<file path="src/rtl/clock_mode_ctrl_if.sv">
`default_nettype none
// ============================================================================
// Module      : clock_mode_ctrl_if
// Description : Key inputs and display/unit control outputs of the front-panel
//               sequencer, bundled for connection between panel and units.
// Revision    : 1.0  initial release
// ============================================================================
interface clock_mode_ctrl_if;
  logic       tick_1ms;
  logic       key_mode;
  logic       key_sel;
  logic       key_inc;
  logic [1:0] mode;
  logic [1:0] edit_field;
  logic       inc_hour;
  logic       inc_min;
  logic       inc_sec;
  logic       sw_run;
  logic       sw_clr;
  logic       blank;

  modport master (
    output tick_1ms, key_mode, key_sel, key_inc,
    input  mode, edit_field, inc_hour, inc_min, inc_sec, sw_run, sw_clr, blank
  );

  modport slave (
    input  tick_1ms, key_mode, key_sel, key_inc,
    output mode, edit_field, inc_hour, inc_min, inc_sec, sw_run, sw_clr, blank
  );
endinterface
`default_nettype wire

</file>
<file path="src/rtl/clock_mode_ctrl.sv">
`default_nettype none
// ============================================================================
// Module      : clock_mode_ctrl
// Description : Front-panel sequencer. Turns three active-low keys into display
//               mode, edit-field selection, increment strobes with auto-repeat,
//               stopwatch run/clear and a blink enable for edited digits.
// Revision    : 1.0  initial release
// ============================================================================
module clock_mode_ctrl #(
  parameter int unsigned REPEAT_DELAY_MS = 500,
  parameter int unsigned REPEAT_RATE_MS  = 100,
  parameter int unsigned BLINK_MS        = 250,
  parameter int unsigned EDIT_TIMEOUT_MS = 10000
) (
  input  wire logic        clk,
  input  wire logic        rst,
  clock_mode_ctrl_if.slave bus
);

  typedef enum logic [2:0] {
    TIME_RUN   = 3'd0,
    TIME_EDIT  = 3'd1,
    ALARM_VIEW = 3'd2,
    ALARM_EDIT = 3'd3,
    WATCH      = 3'd4
  } state_t;

  localparam logic [1:0]  c_F_NONE  = 2'b00;
  localparam logic [1:0]  c_F_HOUR  = 2'b01;
  localparam logic [1:0]  c_F_MIN   = 2'b10;
  localparam logic [1:0]  c_F_SEC   = 2'b11;
  localparam logic [15:0] c_DELAY   = 16'(REPEAT_DELAY_MS);
  localparam logic [15:0] c_RATE    = 16'(REPEAT_RATE_MS);
  localparam logic [15:0] c_BLINK   = 16'(BLINK_MS);
  localparam logic [15:0] c_TIMEOUT = 16'(EDIT_TIMEOUT_MS);

  state_t      r_state, w_state_nx;
  logic [1:0]  r_field, w_field_nx;
  logic [1:0]  r_mode, w_mode_nx;
  logic        r_prev_mode, r_prev_sel, r_prev_inc, r_armed;
  logic        r_rep_act, w_rep_act_nx;
  logic        r_rep_phase, w_rep_phase_nx;
  logic [15:0] r_rep_cnt, w_rep_cnt_nx, w_rep_p1;
  logic [15:0] r_to_cnt, w_to_cnt_nx, w_to_p1;
  logic [15:0] r_blink_cnt, w_blink_cnt_nx, w_blink_p1;
  logic        r_blank, w_blank_nx;
  logic        r_sw_run, w_sw_run_nx;
  logic        r_sw_clr, w_sw_clr_nx;
  logic        r_inc_hour, r_inc_min, r_inc_sec;
  logic        w_strobe, w_rep_hit, w_in_edit, w_next_edit, w_restart;
  logic        w_ev_mode, w_ev_sel, w_ev_inc;

  // Previous-value registers reset high; r_armed keeps the first cycle after
  // reset a sample-only cycle so a key held through reset raises no event.
  assign w_ev_mode = r_armed & r_prev_mode & ~bus.key_mode;
  assign w_ev_sel  = r_armed & r_prev_sel  & ~bus.key_sel  & ~w_ev_mode;
  assign w_ev_inc  = r_armed & r_prev_inc  & ~bus.key_inc  & ~w_ev_mode & ~w_ev_sel;

  assign w_in_edit   = (r_state == TIME_EDIT) || (r_state == ALARM_EDIT);
  assign w_next_edit = (w_state_nx == TIME_EDIT) || (w_state_nx == ALARM_EDIT);

  assign w_rep_p1   = (r_rep_cnt   == 16'hFFFF) ? r_rep_cnt   : r_rep_cnt   + 16'd1;
  assign w_to_p1    = (r_to_cnt    == 16'hFFFF) ? r_to_cnt    : r_to_cnt    + 16'd1;
  assign w_blink_p1 = (r_blink_cnt == 16'hFFFF) ? r_blink_cnt : r_blink_cnt + 16'd1;

  // First repeat after the hold delay, later ones every repeat period.
  assign w_rep_hit = r_rep_phase ? (w_rep_p1 >= c_RATE) : (w_rep_p1 >= c_DELAY);

  assign w_mode_nx = ((w_state_nx == ALARM_VIEW) || (w_state_nx == ALARM_EDIT)) ? 2'b01 :
                     (w_state_nx == WATCH) ? 2'b10 : 2'b00;

  assign w_restart = (w_state_nx != r_state) || (w_field_nx != r_field) || w_strobe;

  // Next state, field, stopwatch controls, strobes, repeat and timeout counters.
  always_comb begin
    w_state_nx     = r_state;
    w_field_nx     = r_field;
    w_sw_run_nx    = r_sw_run;
    w_sw_clr_nx    = 1'b0;
    w_strobe       = 1'b0;
    w_rep_act_nx   = r_rep_act;
    w_rep_phase_nx = r_rep_phase;
    w_rep_cnt_nx   = r_rep_cnt;
    w_to_cnt_nx    = 16'd0;
    if (w_ev_mode) begin
      w_field_nx   = c_F_NONE;
      w_rep_act_nx = 1'b0;
      case (r_state)
        TIME_RUN:   w_state_nx = ALARM_VIEW;
        ALARM_VIEW: w_state_nx = WATCH;
        WATCH:      w_state_nx = TIME_RUN;
        TIME_EDIT:  w_state_nx = TIME_RUN;
        ALARM_EDIT: w_state_nx = ALARM_VIEW;
        default:    w_state_nx = TIME_RUN;
      endcase
    end else if (w_ev_sel) begin
      w_rep_act_nx = 1'b0;
      case (r_state)
        TIME_RUN: begin
          w_state_nx = TIME_EDIT;
          w_field_nx = c_F_HOUR;
        end
        ALARM_VIEW: begin
          w_state_nx = ALARM_EDIT;
          w_field_nx = c_F_HOUR;
        end
        TIME_EDIT: begin
          if (r_field == c_F_HOUR) begin
            w_field_nx = c_F_MIN;
          end else if (r_field == c_F_MIN) begin
            w_field_nx = c_F_SEC;
          end else begin
            w_state_nx = TIME_RUN;
            w_field_nx = c_F_NONE;
          end
        end
        ALARM_EDIT: begin
          if (r_field == c_F_HOUR) begin
            w_field_nx = c_F_MIN;
          end else begin
            w_state_nx = ALARM_VIEW;
            w_field_nx = c_F_NONE;
          end
        end
        WATCH: begin
          w_sw_clr_nx = 1'b1;
          w_sw_run_nx = 1'b0;
        end
        default: w_state_nx = TIME_RUN;
      endcase
    end else if (w_ev_inc) begin
      if (w_in_edit) begin
        w_strobe     = 1'b1;
        w_rep_act_nx = 1'b1;
      end else if (r_state == WATCH) begin
        w_sw_run_nx = ~r_sw_run;
      end
    end else begin
      if (r_rep_act && bus.key_inc) begin
        w_rep_act_nx = 1'b0;
      end else if (r_rep_act && bus.tick_1ms) begin
        if (w_rep_hit) begin
          w_strobe       = 1'b1;
          w_rep_phase_nx = 1'b1;
          w_rep_cnt_nx   = 16'd0;
        end else begin
          w_rep_cnt_nx = w_rep_p1;
        end
      end
      if (w_in_edit && !w_strobe) begin
        if (bus.tick_1ms && (w_to_p1 >= c_TIMEOUT)) begin
          w_state_nx   = (r_state == TIME_EDIT) ? TIME_RUN : ALARM_VIEW;
          w_field_nx   = c_F_NONE;
          w_rep_act_nx = 1'b0;
        end else if (bus.tick_1ms) begin
          w_to_cnt_nx = w_to_p1;
        end else begin
          w_to_cnt_nx = r_to_cnt;
        end
      end
    end
    if (!w_rep_act_nx || w_ev_inc) begin
      w_rep_cnt_nx   = 16'd0;
      w_rep_phase_nx = 1'b0;
    end
  end

  // Blink half-period counter; any visible edit activity shows the digits.
  always_comb begin
    w_blink_cnt_nx = r_blink_cnt;
    w_blank_nx     = r_blank;
    if (!w_next_edit || w_restart) begin
      w_blink_cnt_nx = 16'd0;
      w_blank_nx     = 1'b0;
    end else if (bus.tick_1ms) begin
      if (w_blink_p1 >= c_BLINK) begin
        w_blink_cnt_nx = 16'd0;
        w_blank_nx     = ~r_blank;
      end else begin
        w_blink_cnt_nx = w_blink_p1;
      end
    end
  end

  // State and registered outputs.
  always_ff @(posedge clk or posedge rst) begin
    if (rst) begin
      r_state     <= TIME_RUN;
      r_field     <= c_F_NONE;
      r_mode      <= 2'b00;
      r_prev_mode <= 1'b1;
      r_prev_sel  <= 1'b1;
      r_prev_inc  <= 1'b1;
      r_armed     <= 1'b0;
      r_rep_act   <= 1'b0;
      r_rep_phase <= 1'b0;
      r_rep_cnt   <= 16'd0;
      r_to_cnt    <= 16'd0;
      r_blink_cnt <= 16'd0;
      r_blank     <= 1'b0;
      r_sw_run    <= 1'b0;
      r_sw_clr    <= 1'b0;
      r_inc_hour  <= 1'b0;
      r_inc_min   <= 1'b0;
      r_inc_sec   <= 1'b0;
    end else begin
      r_state     <= w_state_nx;
      r_field     <= w_field_nx;
      r_mode      <= w_mode_nx;
      r_prev_mode <= bus.key_mode;
      r_prev_sel  <= bus.key_sel;
      r_prev_inc  <= bus.key_inc;
      r_armed     <= 1'b1;
      r_rep_act   <= w_rep_act_nx;
      r_rep_phase <= w_rep_phase_nx;
      r_rep_cnt   <= w_rep_cnt_nx;
      r_to_cnt    <= w_to_cnt_nx;
      r_blink_cnt <= w_blink_cnt_nx;
      r_blank     <= w_blank_nx;
      r_sw_run    <= w_sw_run_nx;
      r_sw_clr    <= w_sw_clr_nx;
      r_inc_hour  <= w_strobe && (r_field == c_F_HOUR);
      r_inc_min   <= w_strobe && (r_field == c_F_MIN);
      r_inc_sec   <= w_strobe && (r_field == c_F_SEC);
    end
  end

  assign bus.mode       = r_mode;
  assign bus.edit_field = r_field;
  assign bus.inc_hour   = r_inc_hour;
  assign bus.inc_min    = r_inc_min;
  assign bus.inc_sec    = r_inc_sec;
  assign bus.sw_run     = r_sw_run;
  assign bus.sw_clr     = r_sw_clr;
  assign bus.blank      = r_blank;

endmodule
`default_nettype wire

</file>
<file path="src/flat_wrapper.sv">
// flat-port wrapper written by rule: the top's interface ports become plain ports
module clock_mode_ctrl_flat 
#(
  parameter int unsigned REPEAT_DELAY_MS = 500,
  parameter int unsigned REPEAT_RATE_MS  = 100,
  parameter int unsigned BLINK_MS        = 250,
  parameter int unsigned EDIT_TIMEOUT_MS = 10000
)
  (clk, rst, bus_tick_1ms, bus_key_mode, bus_key_sel, bus_key_inc, bus_mode, bus_edit_field, bus_inc_hour, bus_inc_min, bus_inc_sec, bus_sw_run, bus_sw_clr, bus_blank);
  clock_mode_ctrl_if bus_i ();
  input  wire logic clk;
  input  wire logic rst;
  input wire logic [$bits(bus_i.tick_1ms)-1:0] bus_tick_1ms;
  input wire logic [$bits(bus_i.key_mode)-1:0] bus_key_mode;
  input wire logic [$bits(bus_i.key_sel)-1:0] bus_key_sel;
  input wire logic [$bits(bus_i.key_inc)-1:0] bus_key_inc;
  output wire logic [$bits(bus_i.mode)-1:0] bus_mode;
  output wire logic [$bits(bus_i.edit_field)-1:0] bus_edit_field;
  output wire logic [$bits(bus_i.inc_hour)-1:0] bus_inc_hour;
  output wire logic [$bits(bus_i.inc_min)-1:0] bus_inc_min;
  output wire logic [$bits(bus_i.inc_sec)-1:0] bus_inc_sec;
  output wire logic [$bits(bus_i.sw_run)-1:0] bus_sw_run;
  output wire logic [$bits(bus_i.sw_clr)-1:0] bus_sw_clr;
  output wire logic [$bits(bus_i.blank)-1:0] bus_blank;
  assign bus_i.tick_1ms = bus_tick_1ms;
  assign bus_i.key_mode = bus_key_mode;
  assign bus_i.key_sel = bus_key_sel;
  assign bus_i.key_inc = bus_key_inc;
  assign bus_mode = bus_i.mode;
  assign bus_edit_field = bus_i.edit_field;
  assign bus_inc_hour = bus_i.inc_hour;
  assign bus_inc_min = bus_i.inc_min;
  assign bus_inc_sec = bus_i.inc_sec;
  assign bus_sw_run = bus_i.sw_run;
  assign bus_sw_clr = bus_i.sw_clr;
  assign bus_blank = bus_i.blank;
  clock_mode_ctrl #(.REPEAT_DELAY_MS(REPEAT_DELAY_MS), .REPEAT_RATE_MS(REPEAT_RATE_MS), .BLINK_MS(BLINK_MS), .EDIT_TIMEOUT_MS(EDIT_TIMEOUT_MS)) u_core (.clk(clk), .rst(rst), .bus(bus_i));
endmodule
</file>
<file path="config.mk">
export PLATFORM = sky130hd
export DESIGN_NAME = clock_mode_ctrl_flat
export DESIGN_NICKNAME = d
export VERILOG_FILES = /design/src/rtl/clock_mode_ctrl_if.sv /design/src/rtl/clock_mode_ctrl.sv /design/src/flat_wrapper.sv
export SDC_FILE = /design/constraint.sdc
export NUM_CORES = 1
export LEC_CHECK = 0
export BUFFER_PORTS_ARGS = -buffer_cell sky130_fd_sc_hd__buf_2
export CAP_MARGIN = 20
export CELL_PAD_IN_SITES_DETAIL_PLACEMENT = 0
export CELL_PAD_IN_SITES_GLOBAL_PLACEMENT = 1
export CORE_MARGIN = 4
export CORE_UTILIZATION = 40
export CTS_CLUSTER_DIAMETER = 50
export DETAILED_ROUTE_END_ITERATION = 10
export PLACE_DENSITY = 0.72
export SYNTH_ARGS = -nofsm -noshare
export SYNTH_HDL_FRONTEND = slang
export SYNTH_SLANG_ARGS = --single-unit
</file>
<file path="constraint.sdc">
create_clock -name clk -period 4.38 [get_ports clk]
set_input_delay 1.095 -clock clk [delete_from_list [all_inputs] [get_ports clk]]
set_output_delay 1.095 -clock clk [all_outputs]
set_load 0.005 [all_outputs]
</file>
==> run metrics, run 1 <==
cell count after placement=618; GP Congestion=0.810; DR DRC count=0; worst-case reg-to-reg path depth=10; status=completed; Int Power=1120 uW; Synth Cell Area=4300 um2; Via Count=3766; Hold Path Cell Cnt=1; Die Wd=112 um; PwrDens=359 nW/um2; antenna cells=0; WP data arrival=3.43 ns; Startpoint Class=flip-flop; Seq/Total Area, Yosys=39.1%; DP HPWL=7.18 mm; Mapped Cells=488; worst vdd ir=0.239 mV; Synth Area in XOR/XNOR=2.24%; H-tree Lvls=3; EDFF count, synth=0; reg2reg start=u_core.r_rep_cnt[0]; first-pass GRT wire length=17.3 mm; Ys Warns=0; Clk pwr share=34.9%; main combinational cell family by area after synthesis=simple AND/OR/NAND/NOR gates; slack of the worst reg-to-reg path=1.21 ns; #FFs+latches synth=67; crit-path leading delay family=simple AND/OR/NAND/NOR gates; CTS tree=yes; CP Capture Type=flip-flop; Synth Area per Inst=8.81 um2; post-synth net total=500; Routed met3 length=392 um; Final Hold Fails=0; CTS sink cnt=67; clk buf depth=2; Boundary Pins=16; Post-synth ARST share=100%; Slew Limit Fails=0; initial antenna violation count=0; TNS Setup=0 ns; worst hold endpoint=u_core.r_rep_act; Synth Area in Compound Gates=19.5%; CP Cell Sequence=ha_1, nand4_1, nor2_2, and4b_1, o211a_1, o2111ai_2, buf_4, a211o_1, or2_1, a311oi_2; Sw Ratio=33.5%; Synth Area in Adders=1.75%; power share of the combinational group=22.4%; die area=12500 um2; DRT Pass-1 Iters=5; Die H=112 um; All-Layer GR Usage=16.6%; # port buffers=15; worst min-delay path category=reg2reg; Final Net Count=505; ANT nets after route=0; wl on met1=5.03 mm; cts hold-fix bufs=0; Post-CTS Setup Bufs=0; Crit Path Class=reg2reg; design area=4690 um2; Max Used Layer=met4; Static Leak=0.00190 uW; Buffers & Inverters on Critical Path=1; library cells used by synthesis=76; post_cts resized=0; ys flop type=dfrtp_1; fin crit period=3.17 ns; Critical Path RT=4.64 ns; Core ar.=10400 um2; largest net degree at the start of global routing=28; fin crit share=72.4%; CP max stage delay=0.46 ns; sequential share of power=42.7%; vias per inst=5.94; Net Sw Power=565 uW; post-place instance area=4460 um2; fin util=45.0%; Max Fclk=315 MHz; 1st-iter DRT viols=216; CTS clock-pin slew for the worst setup and hold paths=0.08 ns; Area growth syn-to-layout=9.14%; CP max-delay cell=dfrtp_1; worst min-delay path startpoint=u_core.r_rep_act; Clk Latency, worst-skew pair=0.35 ns; post-synthesis mux area share=1.19%; final setup violation count=0; Root Buffer Master=clkbuf_8; CTS Buf Count=9; grt total ovfl=0; RSZ-0062 raised after global routing=false; Met2 Wirelength=4.67 mm; Rows=37; Worst Max-Slew Pin Slew=0.596 ns; worst reg2reg endpoint=u_core.r_to_cnt[9]; CP Max Fanout=17; layout cell share with drive strength beyond 1=14.7%; Non-Filler Instances=634; Max Cap Viol=0; vias in the first global route=3424; Clock Skews=0.0130 ns; drt wl/cell=16.1 um; Initial Util=41.3%; Slew headroom=60.2%; post-synthesis simple-gate area fraction=32.2%; drt total wl=10.2 mm
placed cells by master, fill, tap and decap left out, drive strengths merged, types with 3 or more instances in the layout:
cell     count
clkbuf      10
nor2b        6
nand3       17
nand4       14
a211oi       5
o2111ai      4
or2          5
nor3        17
mux2i        4
or3          9
xor2         4
nor4        14
a31o         3
a41oi        4
o21ai       29
dfrtp       64
nand2       41
a41o         4
a21o         5
nand3b       6
nand2b       4
and3        18
xnor2        7
nor2        50
ha           6
a22o         3
and4         3
and2        10
nor4b       11
dfstp        3
nor3b        5
a21oi       38
a31oi        9
inv         10
buf         22
how the worst max path moves through the flow:
stage | slack (ns) | end | cells past startpoint | startpoint
global placement | 1.32 | u_core.r_to_cnt[9] | 10 | u_core.r_rep_cnt[0]
finish | 1.21 | u_core.r_to_cnt[9] | 10 | u_core.r_rep_cnt[0]
detailed placement | 1.22 | u_core.r_to_cnt[9] | 10 | u_core.r_rep_cnt[0]
floorplan | 1.40 | u_core.r_blink_cnt[10] | 8 | bus_key_mode
CTS | 1.21 | u_core.r_to_cnt[9] | 10 | u_core.r_rep_cnt[0]
global route | 0.99 | u_core.r_to_cnt[9] | 10 | u_core.r_rep_cnt[0]
through the flow:
stage / worst slack, ns / hold slack [ns] / total power [uW]
floorplan: 1.40 / 0.465 / 1010
global placement: 1.32 / 0.480 / 1110
detailed placement: 1.22 / 0.492 / 1110
CTS: 1.21 / 0.506 / 1700
global route: 0.992 / 0.527 / 1780
finish: 1.21 / 0.520 / 1690
sequential cells by signal (all words and copies together), names as in the netlist, 2 cells and up:
register               flops
u_core.r_rep_cnt          16
u_core.r_blink_cnt        16
u_core.r_to_cnt           16
u_core.bus.edit_field      2
u_core.r_state             3
u_core.bus.mode            2
cell usage after synthesis (6+ instances only):
cell type | number | area share, %
nor4_2 | 8 | 2.3
xnor2_1 | 7 | 1.4
nor2_1 | 46 | 4.0
or3_1 | 9 | 1.3
nand2_1 | 41 | 3.6
clkbuf_1 | 13 | 1.1
a21oi_1 | 38 | 4.4
buf_2 | 12 | 1.4
nor4_1 | 6 | 0.87
nand3b_1 | 6 | 1.0
inv_1 | 9 | 0.79
and3_1 | 18 | 2.6
nor3_1 | 16 | 1.9
dfrtp_1 | 64 | 37
a31oi_1 | 9 | 1.3
nand3_1 | 15 | 1.7
nor4b_1 | 10 | 2.0
o21ai_0 | 27 | 3.1
nand4_1 | 13 | 1.9
nor2b_1 | 6 | 0.87
ha_1 | 6 | 1.7
and2_1 | 10 | 1.5
cell type report:
| class | instances | area [um2] |
|---|---|---|
| well taps | 136 | 170 |
| inverters | 10 | 37.5 |
| flip-flops and latches | 67 | 1680 |
| multi-input cells | 383 | 2450 |
| fillers | 1034 | 5730 |
| clock inverters | 6 | 88.8 |
| repair buffers | 22 | 128 |
| clock buffers | 10 | 138 |
routing by layer:
metal  track usage (%)  vias up
li1                  -     1832
met1              24.8     1824
met2              24.6       97
met3              2.72       13
met4              5.27        0
met5                 0        -
worst reg2reg max path, cell delays in order (launching register included):
cell and delay (ns):
dfrtp_1 0.46, ha_1 0.33, nand4_1 0.28, nor2_2 0.27, and4b_1 0.24, o211a_1 0.16, o2111ai_2 0.09, buf_4 0.21
a211o_1 0.38, or2_1 0.42, a311oi_2 0.24
power groups by stage:
| stage | sequential, uW | combinational, uW | clock [uW] |
|---|---|---|---|
| 6_report | 719 | 378 | 588 |
| 2_1_floorplan | 703 | 308 | 0 |
| 3_5_place_dp | 730 | 382 | 0 |
| 4_1_cts | 718 | 383 | 602 |
| 5_1_grt | 725 | 422 | 635 |
| 3_3_place_gp | 729 | 380 | 0 |
kinds of logic after synthesis:
kind of cell,Yosys count
XOR/XNOR,11
multiplexers,5
AO/OA/AOI/OAI,123
flip-flops,67
adder cells (fa/ha/maj),6
AND/OR/NAND/NOR,237
other,1
buffers and inverters,38
Note: power is estimated with default switching activity, not from simulation.
==> inputs of run 2 (changes only) <==
--- a/config.mk
+++ b/config.mk
@@ -13,7 +13,7 @@
 export CORE_UTILIZATION = 40
 export CTS_CLUSTER_DIAMETER = 50
 export DETAILED_ROUTE_END_ITERATION = 10
-export PLACE_DENSITY = 0.72
+export PLACE_DENSITY = 0.75
 export SYNTH_ARGS = -nofsm -noshare
 export SYNTH_HDL_FRONTEND = slang
 export SYNTH_SLANG_ARGS = --single-unit
==> constraint.sdc (replaced) <==
create_clock -name clk -period 2.89 [get_ports clk]
set_input_delay 0.7225 -clock clk [delete_from_list [all_inputs] [get_ports clk]]
set_output_delay 0.7225 -clock clk [all_outputs]
set_load 0.005 [all_outputs]
==> run 2 against run 1 <==
Effect of this change: clock-buffer cell count down 1; worst hold slack worse by 0.080 ns; register-to-register slack got worse by 1.1 ns; via count increased by 2.7%; power is 71% higher; clock skew up 0.0010 ns; non-clock buffer count up 32.
==> run metrics, run 2 (synthesis results as in run 1) <==
leading registers by flop count=u_core.r_blink_cnt: 16 flops, u_core.r_rep_cnt: 16 flops, u_core.r_to_cnt: 16 flops (unchanged); CTS clock-pin slew for the worst setup and hold paths=0.08 ns (about the same); crit-path leading delay family=compound AO/OA/AOI/OAI gates (was simple AND/OR/NAND/NOR gates); Boundary Pins=16 (unchanged); reg2reg start=u_core.r_to_cnt[0] (was u_core.r_rep_cnt[0]); Clock Skews=0.0140 ns (was 0.0130 ns); Area growth syn-to-layout=19.3% (was 9.14%); largest net degree at the start of global routing=68 (was 28); CP Capture Type=flip-flop (unchanged); DRT Pass-1 Iters=5 (unchanged); vias per inst=5.81 (was 5.94); Final Hold Fails=0 (unchanged); Final Power=2870 uW (was 1690 uW); status=completed (unchanged); most frequent cells in the layout=dfrtp_1 (63), nor2_1 (46), nand2_1 (40), a21oi_1 (38), buf_4 (36) (was dfrtp_1 (64), nor2_1 (46), nand2_1 (41), a21oi_1 (38), o21ai_0 (27)); fin crit share=95.3% (was 72.4%); CTS Buf Count=9 (unchanged); fill cell count=981 (was 1034); slack of the worst reg-to-reg path=0.14 ns (was 1.21 ns); DP HPWL=7.37 mm (was 7.18 mm); Static Leak=0.00212 uW (was 0.00190 uW); Startpoint Class=flip-flop (unchanged); CTS tree=yes (unchanged); WP data arrival=2.99 ns (was 3.43 ns); drt wl/cell=15.7 um (was 16.1 um); cell count after placement=648 (was 618); die area=12500 um2 (unchanged); ANT nets after route=0 (unchanged); Rows=37 (unchanged); Die Wd=112 um (unchanged); worst-case reg-to-reg path depth=11 (was 10); CTS sink cnt=67 (unchanged); Critical Path RT=3.13 ns (was 4.64 ns); Multi-input gate area=2550 um2 (was 2450 um2); Via Count=3868 (was 3766); Final Net Count=537 (was 505); Root Buffer Master=clkbuf_8 (unchanged); layout cell share with drive strength beyond 1=22.3% (was 14.7%); Clk Latency, worst-skew pair=0.35 ns (about the same); All-Layer GR Usage=17.1% (was 16.6%); H-tree Lvls=3 (unchanged); CP Max Fanout=18 (was 17); CP max-delay cell=dfrtp_1 (unchanged); worst reg2reg endpoint=u_core.r_blink_cnt[0] (was u_core.r_to_cnt[9]); vias in the first global route=3648 (was 3424); Core ar.=10400 um2 (unchanged); clk buf depth=2 (unchanged); worst vdd ir=0.395 mV (was 0.239 mV); Max Fclk=363 MHz (was 315 MHz); fin crit period=2.75 ns (was 3.17 ns); initial antenna violation count=0 (unchanged); Initial Util=41.3% (unchanged); CP Cell Sequence=ha_4, nand4_4, buf_4, nor2_4, and4b_1, o221ai_2, a211oi_4, nor4_1, o32a_1, buf_12, a2111oi_2 (was ha_1, nand4_1, nor2_2, and4b_1, o211a_1, o2111ai_2, buf_4, a211o_1, or2_1, a311oi_2); 1st-iter DRT viols=244 (was 216); Crit Path Class=reg2reg (unchanged); antenna cells=0 (unchanged); final setup violation count=0 (unchanged); register area=1680 um2 (about the same); # port buffers=15 (unchanged); RSZ-0062 raised after global routing=true (was false); Worst Max-Slew Pin Slew=0.595 ns (was 0.596 ns); Slew Limit Fails=0 (unchanged); commonest non-fill, non-tap cell in the layout=dfrtp_1 (unchanged); Buffers & Inverters on Critical Path=2 (was 1); worst min-delay path category=in2async (was reg2reg); Non-Filler Instances=666 (was 634); grt total ovfl=0 (unchanged); Max Cap Viol=0 (unchanged); Slew headroom=60.0% (was 60.2%); first-pass GRT wire length=17.9 mm (was 17.3 mm); drt total wl=10.5 mm (was 10.2 mm); PwrDens=561 nW/um2 (was 359 nW/um2); CP max stage delay=0.40 ns (was 0.46 ns); DR DRC count=0 (unchanged); GP Congestion=0.944 (was 0.810); Die H=112 um (unchanged)
[run 2: cell count changes in the layout (fill, tap and decap cells not counted), sizes merged]
cell / delta
buf: +32
bufinv: +3
clkbuf: -1
clkinvlp: -2
[run 2: worst max-delay path by stage]
stage,start,end,cells past startpoint
after floorplan,u_core.r_to_cnt[0],u_core.r_blink_cnt[2],11
after detailed placement,u_core.r_rep_cnt[1],u_core.r_to_cnt[9],9
after CTS,u_core.r_rep_cnt[1],u_core.r_to_cnt[9],9
after global routing,u_core.r_to_cnt[0],u_core.r_blink_cnt[0],11
after global placement,u_core.r_to_cnt[8],u_core.r_blink_cnt[0],9
final,u_core.r_to_cnt[0],u_core.r_blink_cnt[0],11
[run 2: repair_timing]
| item | in CTS | in global routing |
|---|---|---|
| hold buffers | 0 | 0 |
| gates resized for setup | 0 | 19 |
| buffers inserted | 0 | 2 |
| setup endpoints to repair | 0 | 46 |
[run 2: cell type report]
| cell class | count | share of cell area [%] |
|---|---|---|
| multi-input cells | 383 | 49.6 |
| well taps | 136 | 3.32 |
| flip-flops and latches | 67 | 32.8 |
| clock buffers | 9 | 2.42 |
| clock inverters | 7 | 3.20 |
| repair buffers | 54 | 7.90 |
| inverters | 10 | 0.732 |
[run 2: worst register-to-register path: stages, from the launching register on]
cell and delay [ns]:
dfrtp_1 0.40, ha_4 0.18, nand4_4 0.14, buf_4 0.19
nor2_4 0.10, and4b_1 0.22, o221ai_2 0.14, a211oi_4 0.36
nor4_1 0.08, o32a_1 0.35, buf_12 0.17, a2111oi_2 0.32
[run 2: per-layer routing]
layer	part of all wire (%)	global-route usage (%)
met1	49	25.5
met2	45	25.7
met3	4.7	3.04
met4	1.3	4.70
met5	0	0
[run 2: power breakdown]
| group | internal (uW) | switching, uW |
|---|---|---|
| Combinational | 258 | 407 |
| Sequential | 1000 | 85.0 |
| Clock | 748 | 377 |
| Total | 2010 | 869 |
[run 2: per-stage QoR]
stage	cell area (um2)	TNS, ns	utilization [%]	setup slack, ns	hold WS, ns
2_1_floorplan	4300	0	-	0.186	0.465
3_3_place_gp	4730	0	45.4	0.0914	0.468
3_5_place_dp	4730	0	45.4	0.0331	0.467
4_1_cts	5010	0	48.1	0.0209	0.444
5_1_grt	5130	-0.0316	49.2	-0.0316	0.469
6_report	5130	0	49.2	0.135	0.441
==> inputs of run 3 (changes only) <==
--- a/config.mk
+++ b/config.mk
@@ -8,12 +8,13 @@
 export BUFFER_PORTS_ARGS = -buffer_cell sky130_fd_sc_hd__buf_2
 export CAP_MARGIN = 20
 export CELL_PAD_IN_SITES_DETAIL_PLACEMENT = 0
-export CELL_PAD_IN_SITES_GLOBAL_PLACEMENT = 1
+export CELL_PAD_IN_SITES_GLOBAL_PLACEMENT = 2
 export CORE_MARGIN = 4
-export CORE_UTILIZATION = 40
+export CORE_UTILIZATION = 35
 export CTS_CLUSTER_DIAMETER = 50
 export DETAILED_ROUTE_END_ITERATION = 10
-export PLACE_DENSITY = 0.75
+export GPL_ROUTABILITY_DRIVEN = 0
+export PLACE_DENSITY = 0.8
 export SYNTH_ARGS = -nofsm -noshare
 export SYNTH_HDL_FRONTEND = slang
 export SYNTH_SLANG_ARGS = --single-unit
==> run 3 against run 2 <==
Effect of this change: critical path depth fell by 1; clock skew fell by 0.0061 ns; critical path type unchanged; sequential share of layout area fell by 0.054 points; first-iteration DRC count fell by 31%; worst hold slack got worse by 0.00073 ns; flip-flop and latch count did not move; clock-buffer cell count rose by 6; setup slack got worse by 0.021 ns; power fell by 0.74%.
==> run metrics, run 3 (synthesis results as in run 1) <==
Clk pwr share=39.0% (was 39.1%); CP Capture Type=flip-flop (unchanged); All-Layer GR Usage=15.4% (was 17.1%); Sw Ratio=30.3% (was 30.2%); most frequent cells in the layout=dfrtp_1 (59), nor2_1 (46), nand2_1 (41), a21oi_1 (36), buf_4 (34) (was dfrtp_1 (63), nor2_1 (46), nand2_1 (40), a21oi_1 (38), buf_4 (36)); Fin Hold WS=0.440 ns (was 0.441 ns); CP Cell Sequence=ha_4, nand4_1, o21bai_1, a22o_1, a31oi_2, o2111ai_2, buf_4, nand2b_1, or4b_1, a21oi_1 (was ha_4, nand4_4, buf_4, nor2_4, and4b_1, o221ai_2, a211oi_4, nor4_1, o32a_1, buf_12, a2111oi_2); Rows=40 (was 37); CTS tree=yes (unchanged); RSZ-0062 raised after global routing=true (unchanged); initial antenna violation count=0 (unchanged); CTS sink cnt=67 (unchanged); Slew Limit Fails=0 (unchanged); CTS Buf Count=9 (unchanged); Net Sw Power=865 uW (was 869 uW); Slew headroom=57.5% (was 60.0%); Startpoint Class=flip-flop (unchanged); ANT nets after route=0 (unchanged); Buffers & Inverters on Critical Path=1 (was 2); first-pass GRT wire length=17.9 mm (about the same); drt wl/cell=16.1 um (was 15.7 um); Die H=119 um (was 112 um); commonest non-fill, non-tap cell in the layout=dfrtp_1 (unchanged); crit-path leading delay family=compound AO/OA/AOI/OAI gates (unchanged); power share of the combinational group=22.9% (was 23.1%); die area=14100 um2 (was 12500 um2); Clk Latency, worst-skew pair=0.33 ns (was 0.35 ns); Die Wd=119 um (was 112 um); Clock Skews=0.00783 ns (was 0.0140 ns); CTS clock-pin slew for the worst setup and hold paths=0.05 ns (was 0.08 ns); clk buf depth=2 (unchanged); design area=5150 um2 (was 5130 um2); Via Count=3912 (was 3868); layout cell share with drive strength beyond 1=21.9% (was 22.3%); fin crit period=2.78 ns (was 2.75 ns); Max Cap Viol=0 (unchanged); Worst Max-Slew Pin Slew=0.633 ns (was 0.595 ns); Max Fclk=360 MHz (was 363 MHz); CP max stage delay=0.47 ns (was 0.40 ns); PwrDens=554 nW/um2 (was 561 nW/um2); fill cell count=1207 (was 981); Static Leak=0.00212 uW (about the same); WP data arrival=3.02 ns (was 2.99 ns); DR DRC count=0 (unchanged); Critical Path RT=3.14 ns (was 3.13 ns); vias in the first global route=3550 (was 3648); DRT Pass-1 Iters=4 (was 5); 1st-iter DRT viols=168 (was 244); H-tree Lvls=3 (unchanged); Area growth syn-to-layout=19.9% (was 19.3%); fin crit share=96.0% (was 95.3%); Root Buffer Master=clkbuf_16 (was clkbuf_8); Non-Filler Instances=676 (was 666); Core ar.=12000 um2 (was 10400 um2); CP Max Fanout=6 (was 18); Final Net Count=536 (was 537); worst vdd ir=0.334 mV (was 0.395 mV); largest net degree at the start of global routing=44 (was 68); Final Power=2850 uW (was 2870 uW); status=completed (unchanged); antenna cells=0 (unchanged); DP HPWL=7.76 mm (was 7.37 mm); Final Hold Fails=0 (unchanged); Boundary Pins=16 (unchanged); drt total wl=10.9 mm (was 10.5 mm); Initial Util=35.8% (was 41.3%); final setup violation count=0 (unchanged); worst min-delay path category=in2async (unchanged); sequential share of power=38.1% (was 37.7%); post-place instance area=4740 um2 (was 4730 um2); leading registers by flop count=u_core.r_blink_cnt: 16 flops, u_core.r_rep_cnt: 16 flops, u_core.r_to_cnt: 16 flops (unchanged); vias per inst=5.79 (was 5.81); # port buffers=15 (unchanged); fin util=42.9% (was 49.2%); CP max-delay cell=or4b_1 (was dfrtp_1); grt total ovfl=0 (unchanged); Int Power=1990 uW (was 2010 uW); Crit Path Class=reg2reg (unchanged); cell count after placement=657 (was 648)
==> run 3: cell count changes in the layout (fill, tap and decap cells not counted), sizes merged <==
cell | previous run | this run
clkinv | 2 | 0
bufinv | 5 | 1
buf | 54 | 53
clkbuf | 9 | 15
==> run 3: path summary, 6_finish.rpt <==
kind | depth (start not counted) | slack, ns | endpoint | from
hold reg to reg | 1 | 0.49 | u_core.bus.sw_run | u_core.bus.sw_run
min in group clk | 1 | 0.49 | u_core.bus.sw_run | u_core.bus.sw_run
setup / recovery | 10 | 0.11 | u_core.r_rep_cnt[6] | u_core.r_rep_cnt[0]
setup reg to reg | 10 | 0.11 | u_core.r_rep_cnt[6] | u_core.r_rep_cnt[0]
max in group asynchronous | 3 | 1.79 | u_core.r_rep_cnt[4] | rst
hold / removal | 2 | 0.44 | u_core.bus.sw_run | rst
==> run 3: layout make-up <==
cell class | instances | area [um2] | area share [%]
Clock buffer | 15 | 278 | 5.39
Clock inverter | 1 | 30.0 | 0.583
Inverter | 10 | 37.5 | 0.729
Timing Repair Buffer | 53 | 410 | 7.97
Tap cell | 147 | 184 | 3.57
Multi-Input combinational cell | 383 | 2530 | 49.0
Sequential cell | 67 | 1690 | 32.7
==> run 3: through the flow <==
stage	setup slack [ns]	setup TNS, ns
final	0.115	0
after global routing	-0.0226	-0.0956
after CTS	0.0903	0
after detailed placement	0.119	0
after global placement	0.141	0
after floorplan	0.186	0
==> run 3: repair_timing <==
item | in CTS | in global routing
hold buffers | 0 | 0
endpoints found under the setup margin | 0 | 46
gates resized for setup | 0 | 20
buffers inserted | 0 | 3
==> run 3: worst register-to-register path: stages (launching register included) <==
cell and delay (ns):
dfrtp_2 0.45, ha_4 0.19, nand4_1 0.26, o21bai_1 0.12, a22o_1 0.26, a31oi_2 0.18, o2111ai_2 0.23, buf_4 0.20
nand2b_1 0.17, or4b_1 0.47, a21oi_1 0.17
==> run 3: power by group through the flow <==
stage / Combinational, uW / Clock, uW / Sequential, uW
2_1_floorplan: 467 / 0 / 1070
3_3_place_gp: 650 / 0 / 1100
3_5_place_dp: 653 / 0 / 1100
4_1_cts: 655 / 1150 / 1090
5_1_grt: 739 / 1180 / 1100
6_report: 653 / 1110 / 1090
==> run 3: routing by layer <==
layer  GRT usage (%)  wire length (um)  up-vias
met5               0                 0        -
met4            5.21               176        0
met3            2.47               441       14
met2            23.3              4920       91
met1            22.3              5310     1911
li1                -                 -     1896
